==> config.mk <==
export PLATFORM = sky130hd
export DESIGN_NAME = alu_writeback
export DESIGN_NICKNAME = d
export VERILOG_FILES = /design/src/rtl/cpu_pkg.sv /design/src/rtl/alu_writeback.sv
export SDC_FILE = /design/constraint.sdc
export NUM_CORES = 1
export LEC_CHECK = 0
export ABC_CLOCK_PERIOD_IN_PS = 2300
export CAP_MARGIN = 20
export CORE_ASPECT_RATIO = 0.8
export CORE_MARGIN = 2
export CORE_UTILIZATION = 27
export CTS_BUF_LIST = sky130_fd_sc_hd__clkbuf_8
export CTS_CLUSTER_DIAMETER = 30
export DETAILED_ROUTE_END_ITERATION = 16
export HOLD_SLACK_MARGIN = 0.03
export PLACE_DENSITY = 0.58
export SLEW_MARGIN = 20
export SYNTH_ARGS = -nofsm -noshare
export SYNTH_HDL_FRONTEND = slang
export SYNTH_SLANG_ARGS = --single-unit
==> constraint.sdc <==
create_clock -name clk -period 2.3 [get_ports clk]
set_input_delay 0.23 -clock clk [delete_from_list [all_inputs] [get_ports clk]]
set_output_delay 0.23 -clock clk [all_outputs]
set_load 0.01 [all_outputs]
==> src/rtl/cpu_pkg.sv <==
// rtl/cpu_pkg.sv - shared CPU constants: writeback destinations, SC bit layout, ALU flag indices
package cpu_pkg;

  typedef enum logic [1:0] {
    WB_NONE = 2'd0,
    WB_REG  = 2'd1,
    WB_MEM  = 2'd2,
    WB_RSVD = 2'd3
  } wb_dest_e;

  // ALU flag bit N lands in SC bit N, so these indices line up with SC_Z..SC_N
  typedef enum int {
    FLAG_Z = 0,
    FLAG_C = 1,
    FLAG_V = 2,
    FLAG_S = 3
  } alu_flag_e;

  localparam int SC_Z  = 0;
  localparam int SC_C  = 1;
  localparam int SC_V  = 2;
  localparam int SC_N  = 3;
  localparam int SC_D  = 4;
  localparam int SC_U  = 5;
  localparam int SC_I0 = 6;
  localparam int SC_I1 = 7;

  localparam logic [7:0] SC_RESET_DEFAULT = 8'hC0;

  function automatic logic [3:0] merge_flags(logic [3:0] cur, logic [3:0] flags, logic [3:0] mask);
    return (cur & ~mask) | (flags & mask);
  endfunction

endpackage

==> src/rtl/alu_writeback.sv <==
// rtl/alu_writeback.sv - ALU result commit to register file or byte bus, SC flag merge
// Optional: ALU_WB_BUS_TIMEOUT_EN adds a 255-cycle bus ack timeout and the bus_err output.
import cpu_pkg::*;

module alu_writeback #(
  parameter int         ADDR_W   = 24,
  parameter int         REG_ID_W = 4,
  parameter logic [7:0] SC_RESET = SC_RESET_DEFAULT
) (
  input  logic                clk,
  input  logic                reset_n,
  input  logic                in_valid,
  output logic                in_ready,
  input  logic [1:0]          in_dest,
  input  logic                in_size,
  input  logic [15:0]         in_result,
  input  logic [3:0]          in_flags,
  input  logic [3:0]          in_flag_mask,
  input  logic [REG_ID_W-1:0] in_reg_id,
  input  logic [ADDR_W-1:0]   in_addr,
  output logic                reg_we,
  output logic [REG_ID_W-1:0] reg_id,
  output logic [15:0]         reg_wdata,
  output logic                reg_wsize,
  output logic [ADDR_W-1:0]   bus_addr,
  output logic [7:0]          bus_wdata,
  output logic                bus_write,
  input  logic                bus_ack,
  input  logic                sc_wr,
  input  logic [7:0]          sc_wdata,
  output logic [7:0]          sc,
  output logic                done
`ifdef ALU_WB_BUS_TIMEOUT_EN
  ,
  output logic                bus_err
`endif
);

  localparam logic [1:0] IDLE   = 2'd0;
  localparam logic [1:0] MEM_LO = 2'd1;
  localparam logic [1:0] MEM_HI = 2'd2;
  localparam logic [1:0] FINISH = 2'd3;

  localparam logic [ADDR_W-1:0] ADDR_ONE = {{(ADDR_W-1){1'b0}}, 1'b1};

  logic [1:0] state;
  logic       size_q;
  logic [7:0] hi_q;
  logic       accept;

  assign in_ready = (state == IDLE);
  assign done     = (state == FINISH);
  assign accept   = in_valid & in_ready;

`ifdef ALU_WB_BUS_TIMEOUT_EN
  logic [7:0] tcnt;
  logic       timeout_hit;
  // tcnt holds the number of ack-less cycles already spent; this is the 255th
  assign timeout_hit = (tcnt == 8'd254);
`endif

  always_ff @(posedge clk or negedge reset_n) begin
    if (!reset_n) begin
      state     <= IDLE;
      size_q    <= 1'b0;
      hi_q      <= 8'h00;
      sc        <= SC_RESET;
      reg_we    <= 1'b0;
      reg_id    <= '0;
      reg_wdata <= 16'h0000;
      reg_wsize <= 1'b0;
      bus_addr  <= '0;
      bus_wdata <= 8'h00;
      bus_write <= 1'b0;
`ifdef ALU_WB_BUS_TIMEOUT_EN
      tcnt      <= 8'h00;
      bus_err   <= 1'b0;
`endif
    end else begin
      reg_we <= 1'b0;
`ifdef ALU_WB_BUS_TIMEOUT_EN
      bus_err <= 1'b0;
`endif

      // A direct SC write overrides the accept-edge merge for all eight bits
      if (sc_wr) begin
        sc <= sc_wdata;
      end else if (accept) begin
        sc <= {sc[7:4], merge_flags(sc[3:0], in_flags, in_flag_mask)};
      end

      case (state)
        IDLE: begin
          if (accept) begin
            size_q <= in_size;
            hi_q   <= in_result[15:8];
            case (in_dest)
              WB_REG: begin
                reg_we    <= 1'b1;
                reg_id    <= in_reg_id;
                reg_wdata <= in_result;
                reg_wsize <= in_size;
                state     <= FINISH;
              end
              WB_MEM: begin
                bus_write <= 1'b1;
                bus_addr  <= in_addr;
                bus_wdata <= in_result[7:0];
                state     <= MEM_LO;
`ifdef ALU_WB_BUS_TIMEOUT_EN
                tcnt      <= 8'h00;
`endif
              end
              default: state <= FINISH;
            endcase
          end
        end

        MEM_LO: begin
          if (bus_ack) begin
`ifdef ALU_WB_BUS_TIMEOUT_EN
            tcnt <= 8'h00;
`endif
            if (size_q) begin
              bus_addr  <= bus_addr + ADDR_ONE;
              bus_wdata <= hi_q;
              state     <= MEM_HI;
            end else begin
              bus_write <= 1'b0;
              state     <= FINISH;
            end
          end
`ifdef ALU_WB_BUS_TIMEOUT_EN
          else if (timeout_hit) begin
            bus_write <= 1'b0;
            bus_err   <= 1'b1;
            state     <= FINISH;
          end else begin
            tcnt <= tcnt + 8'd1;
          end
`endif
        end

        MEM_HI: begin
          if (bus_ack) begin
            bus_write <= 1'b0;
            state     <= FINISH;
`ifdef ALU_WB_BUS_TIMEOUT_EN
            tcnt      <= 8'h00;
`endif
          end
`ifdef ALU_WB_BUS_TIMEOUT_EN
          else if (timeout_hit) begin
            bus_write <= 1'b0;
            bus_err   <= 1'b1;
            state     <= FINISH;
          end else begin
            tcnt <= tcnt + 8'd1;
          end
`endif
        end

        default: state <= IDLE;
      endcase
    end
  end

endmodule

======== Yosys cells after proc, flatten, opt, wreduce, memory -nomap -nowiden ========
Index checks and enable logic that the tools add are counted.
storage, ports and cells
  register bits ........................... 74
  input bits .............................. 68
  output and inout port bits .............. 65
  logic and storage cells ................. 65
cells by class
  $add $sub $neg .......................... 1
  equality and inequality tests ........... 11
  multiplexer cells ....................... 27
  bitwise operators ....................... 5
  reduce and logical (&&, ||, !) cells .... 9
operators by type and width
  operator               number
  $mux 24                4
  $pmux 24 s2            1
  $mux 8                 5
  $add 24x1->24 const B  1
  $pmux 8 s2             1
  $mux 1                 9
  $and 4x4->4            2
  $mux 2                 4
  $ne 2x2->1 const B     4
  $eq 2x2->1 const B     3
  $pmux 2 s3             1
  $reduce_and 3->1       2
  $reduce_and 6->1       1
  $reduce_and 5->1       1
  $eq 2x1->1 const B     2
  $mux 4                 1
  $ne 2x1->1 const B     2
  $not 4->4              1
  $or 4x4->4             1
  $reduce_bool 2->1      2
  $pmux 1 s3             1
  $reduce_bool 3->1      1
  $logic_not 2->1        1
  $reduce_and 2->1       1
  $and 1x1->1            1

======== Logic depth before layout (Yosys ltp) ========
Gate-level depths: netlist of run 1.
  word-level depth ........................ 5
  gate-level depth with buffers ........... 8
  mapped depth without buffers ............ 6

======== Least setup slack after synthesis of run 1 ========
OpenSTA, ideal clock, no wires.
  path type ............................... register -> register
  start ................................... reg state[0]
  end ..................................... reg reg_wdata[10]
  setup time .............................. 125 ps
  arrival time ............................ 1774 ps
  required time ........................... 2175 ps
  slack ................................... 401 ps
  cell stages (with the launch flop) ...... 9
  path buffers ............................ 3
  clock period less this slack ............ 1899 ps
  path through ............................ dfrtp_1 inv_1 ha_1 buf_2 and2_1 clkbuf_1 nand3b_2 buf_2 mux2_2
on the way
  word-level cells in the longest chain between the ends .. 3
ends and longest elaborated chain
  what                          RTL line              text
  start: declaration            alu_writeback.sv:46   logic [1:0] state;
  start signal: assignment      alu_writeback.sv:64   state <= IDLE;
  start signal: assignment      alu_writeback.sv:103  state <= FINISH;
  start signal: assignment      alu_writeback.sv:109  state <= MEM_LO;
  $logic_not 2->1 *             alu_writeback.sv:51   assign in_ready = (state == IDLE);
  via in_ready                  alu_writeback.sv:13   output logic in_ready,
  $and 1x1->1                   alu_writeback.sv:53   assign accept = in_valid & in_ready;
  $reduce_and 3->1 (no line) *  n/a
  end signal: assignment        alu_writeback.sv:101  reg_wdata <= in_result;
  end: declaration              alu_writeback.sv:23   output logic [15:0] reg_wdata,
Mark *: on every way through the listed nets, which the timed path passes. The rest lies on a longest branch.
A chain may end at the register's enable or synchronous reset.

======== Worst setup path in the final report of run 1 ========
  start ................................... reg state[0]
  end ..................................... out in_ready
on the way
  word-level cells in the longest chain between the ends .. 1
ends and longest elaborated chain
  what              RTL line
  $logic_not 2->1   alu_writeback.sv:51
  end: declaration  alu_writeback.sv:13
No other way between the ends.

==> impl_results.md, run 1 <==
- Area after DPL: 5240 um2
- First-pass GRT wire length: 17400 um
- GRT overflow: 0
- CTS tree: built
- Die area: 14600 um2
- Slew Limit Fails: 0
- Worst-skew pair later-pin latency: 0.36 ns
- Post-route clock skew: 0.0101 ns
- Antenna cells: 0
- Status: complete, no violations
- Final WL: 10600 um
- Met3 Use GR: 0.0764
- Clk slew on worst S/H paths: 0.09 ns
- Synth-to-layout area growth: 47.1%
- Simple-gate area share of the yosys netlist: 0.158
- Chip height: 108 um
- Synth area leaders: dfrtp_1, mux2_2, mux2i_1
- Total track usage: 0.151
- Xor/xnor cell area share of the yosys netlist: 0
- Most Crowded Layer GR: met2
- Max Buffers Root-to-Sink: 2
- Tightest Hold Check Type: in -> async
- Vias per inst: 4.88
- Mux contribution to synthesized area: 0.142
- Max_cap viols: 0
- Drt first-iter violations: 152
- Layout cells sized above 1: 0.140
- Clock Sinks: 74
- Sw frac: 0.403
- H-tree Lvls: 3
- Fin. Hold Viols: 0
- Worst EP required: 2.07 ns
- Clock power share: 0.130
- Final period util: 0.903
- Peak VDD IR: 0.000570 V
- Final nets: 553
- Cell Area, Synth: 3680 um2
- Routed via count: 3248
- Final worst slack: 0.222 ns
- Yosys warnings: 0
- CORE AREA: 13500 um2
- Synth unique cells: 44
- Initial antenna violation count: 0
- Hold_buf cts: 1
- Post-Synthesis Cells: 349
- Final Util: 0.403
- Int Power: 4220 uW
- GR Util met1: 0.191
- Lkg Pwr: 0.00217 uW
- Startpoint Class: flip-flop
- DRC: 0
- Ys flop type: dfrtp_1
- RSZ-0062 raised after global routing: no
- Finished Layout Cells: 665
- Largest net degree at the start of global routing: 49
- CP Class: reg -> out
- Mapped Nets: 422
- DRT antenna net count: 0
- Row count: 38
- Root buffer cell: clkbuf_8
- Io pins: 133
- Total CTS buffers: 9
- Fraction of power consumed by sequential logic: 0.348
- CP arrival: 1.85 ns
- Gate power share: 0.522
- Async SR Flop Fraction: 1.00
- Slew Limit Headroom: 0.575
- Area share of fa/ha/maj cells after synthesis: 0.0170
- Worst-margin pin slew: 0.637 ns
- Largest family of logic cells by synthesized area: simple AND/OR/NAND/NOR gates
- Compound-Gate Fraction of Synth Area: 0.142
- Worst-path maximum fanout: 5
- First-pass DRT Iterations: 4
- Period minus WS final: 2.08 ns
- Setup WS pre-CTS: 0.242 ns
- Post-synth top area share: 0.489
- Sequential area share after synthesis: 0.504
- Crit. End Element: output port
- DP HPWL: 7640 um
- Vias in the first global route: 3347
- Met2 Use GR: 0.228
- Flops & latches, synth: 74
- Setup TNS: 0 ns
- Peak Freq: 0.481 GHz
- Die Width: 135 um
- Placed Cells: 648
- Starting Density: 0.274
- GPL Wtd Cong: 0.819
- Syn avg cell area: 10.5 um2
- Setup violations, final: 0
- Dominant cell type by area after synthesis: dfrtp_1
- Cell area after layout: 5420 um2
- Post-CTS Setup Bufs: 0
- CTS resizes: 0
- Net switching power: 2860 uW
- Pwr Density: 1310 nW/um2
- Number of flops mapped to enable cells by yosys: 0
- Buffers on Ports: 132
- Routed len/inst: 16.0 um
==> critical path, stage by stage (launching register included) <==
cell and delay [ns]:
dfrtp_1 0.42, inv_1 0.09, ha_1 0.28, buf_4 0.18
clkdlybuf4s50_1 0.53
==> state kept, by name (all words and copies together) (netlist names), named ones only <==
register,flops
reg_id,4
sc,4
reg_we,1
bus_wdata,8
bus_addr,24
reg_wdata,16
reg_wsize,1
hi_q,8
bus_write,1
state,2
size_q,1
==> stage by stage <==
step,hold WS [ns],total power [uW]
final,0.426,7080
after global placement,0.291,6130
after CTS,0.410,7200
after detailed placement,0.301,6230
after global routing,0.449,7670
after floorplan,-0.0656,4420
==> metal layers <==
metal / share of wire / vias to the layer above / wire (um)
li1: - / 1558 / -
met1: 0.44 / 1548 / 4710
met2: 0.42 / 127 / 4500
met3: 0.12 / 15 / 1240
met4: 0.017 / 0 / 184
met5: 0 / - / 0
==> cell usage in the layout (no fill, tap or decap), types with 3 or more instances in the layout <==
master	instances
and4_1	6
a311oi_1	3
ha_1	4
nor2_1	8
clkdlybuf4s50_1	131
a2bb2oi_1	4
nand3_1	14
clkinvlp_4	4
buf_4	9
nor4_1	6
o21ai_0	24
a21oi_1	21
inv_1	11
mux2_2	33
a211oi_1	4
dfrtp_1	72
nand2_1	38
o31ai_1	5
o22ai_1	14
nand4_1	10
mux2i_1	15
clkbuf_8	9
nor3_1	7
==> area by class of cell <==
type	instances	area, um2
Sequential cell	74	1850
Tap cell	180	225
Multi-Input combinational cell	242	1700
Fill cell	1328	8040
Inverter	10	37.5
Clock buffer	9	124
Clock inverter	7	47.5
Timing Repair Buffer	143	1430
==> power groups by stage <==
stage	registers (uW)	logic, uW	clock network, uW
floorplan	2580	1840	0
finish	2460	3700	921
global placement	2450	3680	0
global route	2570	4080	1010
detailed placement	2480	3750	0
CTS	2470	3750	977
==> cell usage after synthesis (3+ instances only) <==
| cell type | count |
|---|---|
| nand2_1 | 38 |
| mux2i_1 | 15 |
| a2bb2oi_1 | 4 |
| nor3_1 | 7 |
| a311oi_1 | 3 |
| nor2_1 | 8 |
| inv_1 | 10 |
| a211oi_1 | 4 |
| o21ai_0 | 24 |
| dfrtp_1 | 72 |
| buf_2 | 11 |
| a21oi_1 | 21 |
| nand4_1 | 10 |
| o31ai_1 | 5 |
| ha_1 | 5 |
| nand3_1 | 14 |
| buf_1 | 3 |
| clkbuf_1 | 9 |
| nor4_1 | 6 |
| o22ai_1 | 14 |
| and4_1 | 6 |
| mux2_2 | 33 |
==> kinds of logic after synthesis <==
group	after synthesis
buf+inv	33
compound gates	84
flops	74
fa+ha+maj	5
mux	48
simple gates	105
==> final timing paths <==
kind / depth (start not counted) / slack, ns / from / to
max: 4 / 0.22 / state[0]$_DFFE_PN0P_ / in_ready
min: 2 / 0.43 / reset_n / reg_id[3]$_DFFE_PN0P_
max reg2reg: 7 / 0.26 / state[1]$_DFFE_PN0P_ / bus_addr[5]$_DFFE_PN0P_
min reg2reg: 2 / 0.49 / bus_wdata[5]$_DFFE_PN0P_ / bus_wdata[5]$_DFFE_PN0P_
max in group asynchronous: 3 / 1.26 / reset_n / bus_wdata[0]$_DFFE_PN0P_
min in group clk: 3 / 0.44 / sc_wdata[2] / flip-flop
(Power assumes the default switching activity.)
==> run 2: changes to the inputs <==
--- a/config.mk
+++ b/config.mk
@@ -19,3 +19,4 @@
 export SYNTH_ARGS = -nofsm -noshare
 export SYNTH_HDL_FRONTEND = slang
 export SYNTH_SLANG_ARGS = --single-unit
+export TNS_END_PERCENT = 10
==> results of run 2 <==
Final layout, timing and power as in run 1 (identical DEF).
==> run 3: changes to the inputs <==
--- a/config.mk
+++ b/config.mk
@@ -14,7 +14,7 @@
 export CTS_CLUSTER_DIAMETER = 30
 export DETAILED_ROUTE_END_ITERATION = 16
 export HOLD_SLACK_MARGIN = 0.03
-export PLACE_DENSITY = 0.58
+export PLACE_DENSITY = 0.6
 export SLEW_MARGIN = 20
 export SYNTH_ARGS = -nofsm -noshare
 export SYNTH_HDL_FRONTEND = slang
==> impl_results.md, run 3 (synthesis results as in run 1) <==
- Die area: 14600 um2
- Post-route clock skew: 0.0126 ns
- Setup violations, final: 0
- Final WL: 10600 um
- Setup TNS: 0 ns
- Period minus WS final: 2.10 ns
- DP HPWL: 7690 um
- Peak VDD IR: 0.000627 V
- DRT antenna net count: 0
- Max Buffers Root-to-Sink: 2
- Final Util: 0.403
- CP arrival: 1.87 ns
- First-pass DRT Iterations: 4
- Antenna cells: 0
- Total track usage: 0.151
- Placed Cells: 648
- Starting Density: 0.274
- Fin. Hold Viols: 0
- Status: complete, no violations
- H-tree Lvls: 3
- Root buffer cell: clkbuf_8
- First-pass GRT wire length: 17200 um
- Final nets: 553
- Total CTS buffers: 9
- Crit Reg-Reg Startpoint: state[1]$_DFFE_PN0P_
- CP Class: reg -> out
- RSZ-0062 raised after global routing: no
- CTS tree: built
- Worst-margin pin slew: 0.479 ns
- Hold_buf cts: 1
- Io pins: 133
- Post-CTS Setup Bufs: 0
- Pwr Density: 1310 nW/um2
- Tightest Hold Check Type: in -> async
- Lkg Pwr: 0.00218 uW
- Buffers on Ports: 132
- Top Registers: bus_addr x24, reg_wdata x16
- Total power: 7110 uW
- Routed len/inst: 15.9 um
- Final-layout fill cell count: 1309
- Peak Freq: 0.475 GHz
- Worst EP required: 2.07 ns
- Clock Sinks: 74
- Finished Layout Cells: 665
- Row count: 38
- Reg with most FFs: bus_addr
- R2R cell count: 7
- Worst-path maximum fanout: 5
- R2R setup slack: 0.23 ns
- Commonest non-fill, non-tap cell in the layout: clkdlybuf4s50_1
- DRC: 0
- Seq. cell area: 1850 um2
- Max_cap viols: 0
- Vias per inst: 4.87
- Vias in the first global route: 3250
- Min Hold Slack: 0.354 ns
- Clk slew on worst S/H paths: 0.08 ns
- Drt first-iter violations: 199
- Routed via count: 3239
- GRT overflow: 0
- Multi-input logic area: 1700 um2
- Slew Limit Headroom: 0.678
- Largest net degree at the start of global routing: 43
- Final period util: 0.915
- RR Endpoint: bus_addr[5]$_DFFE_PN0P_
- Slew Limit Fails: 0
- Layout cells sized above 1: 0.140
- CORE AREA: 13500 um2
- Chip height: 108 um
- Worst-skew pair later-pin latency: 0.35 ns
- CTS resizes: 0
- Startpoint Class: flip-flop
- Largest register FFs: 24
- Crit. End Element: output port
- Die Width: 135 um
- Synth-to-layout area growth: 47.3%
- GPL Wtd Cong: 0.797
- Worst setup path end: in_ready
- Most frequent cells in the layout: clkdlybuf4s50_1, dfrtp_1, nand2_1, mux2_2, o21ai_0
- Crit. Startpoint: state[0]$_DFFE_PN0P_
- Initial antenna violation count: 1
==> run 3: cell types whose count changed in the layout (fill, tap and decap cells not counted), sizes merged <==
cell | previous run | this run
clkinvlp | 4 | 2
clkinv | 1 | 2
inv | 12 | 13
==> run 3: stage by stage <==
stage | area (um2) | setup slack, ns
floorplan | 3680 | 0.401
global placement | 5240 | 0.288
detailed placement | 5240 | 0.205
CTS | 5420 | 0.157
global route | 5420 | 0.0317
finish | 5420 | 0.196
==> run 3: final cells by class <==
class | count | share of cell area
Sequential cell | 74 | 0.342
Multi-Input combinational cell | 242 | 0.313
Timing Repair Buffer | 143 | 0.263
Tap cell | 180 | 0.0415
Clock buffer | 9 | 0.0228
Clock inverter | 7 | 0.00992
Inverter | 10 | 0.00692
==> run 3: critical path, stage by stage, from the launching register on <==
cell	delay (ns)
dfrtp_1	0.42
inv_1	0.09
ha_1	0.30
buf_4	0.19
clkdlybuf4s50_1	0.53
==> run 3: how the worst min path moves through the flow <==
stage	end	startpoint	depth (start not counted)	slack (ns)
2_1_floorplan	async pin	reset_n	0	-0.07
3_3_place_gp	reg_wdata[0]$_DFFE_PN0P_	reset_n	1	0.21
3_5_place_dp	reg_wdata[0]$_DFFE_PN0P_	reset_n	1	0.22
4_1_cts	reg_wdata[0]$_DFFE_PN0P_	reset_n	2	0.36
5_1_grt	reg_wdata[0]$_DFFE_PN0P_	reset_n	2	0.39
6_report	reg_wdata[0]$_DFFE_PN0P_	reset_n	2	0.35
==> run 3: layer usage <==
metal	up-vias	part of all wire	global-route usage	routed length, um
li1	1560	-	-	-
met1	1538	0.44	0.198	4690
met2	131	0.44	0.220	4620
met3	10	0.11	0.0722	1150
met4	0	0.013	0.0414	141
met5	-	0	0	0
==> run 3: power by group <==
part	switching [uW]	internal [uW]	total, uW
clock network	549	399	948
logic	1770	1930	3700
registers	559	1900	2460
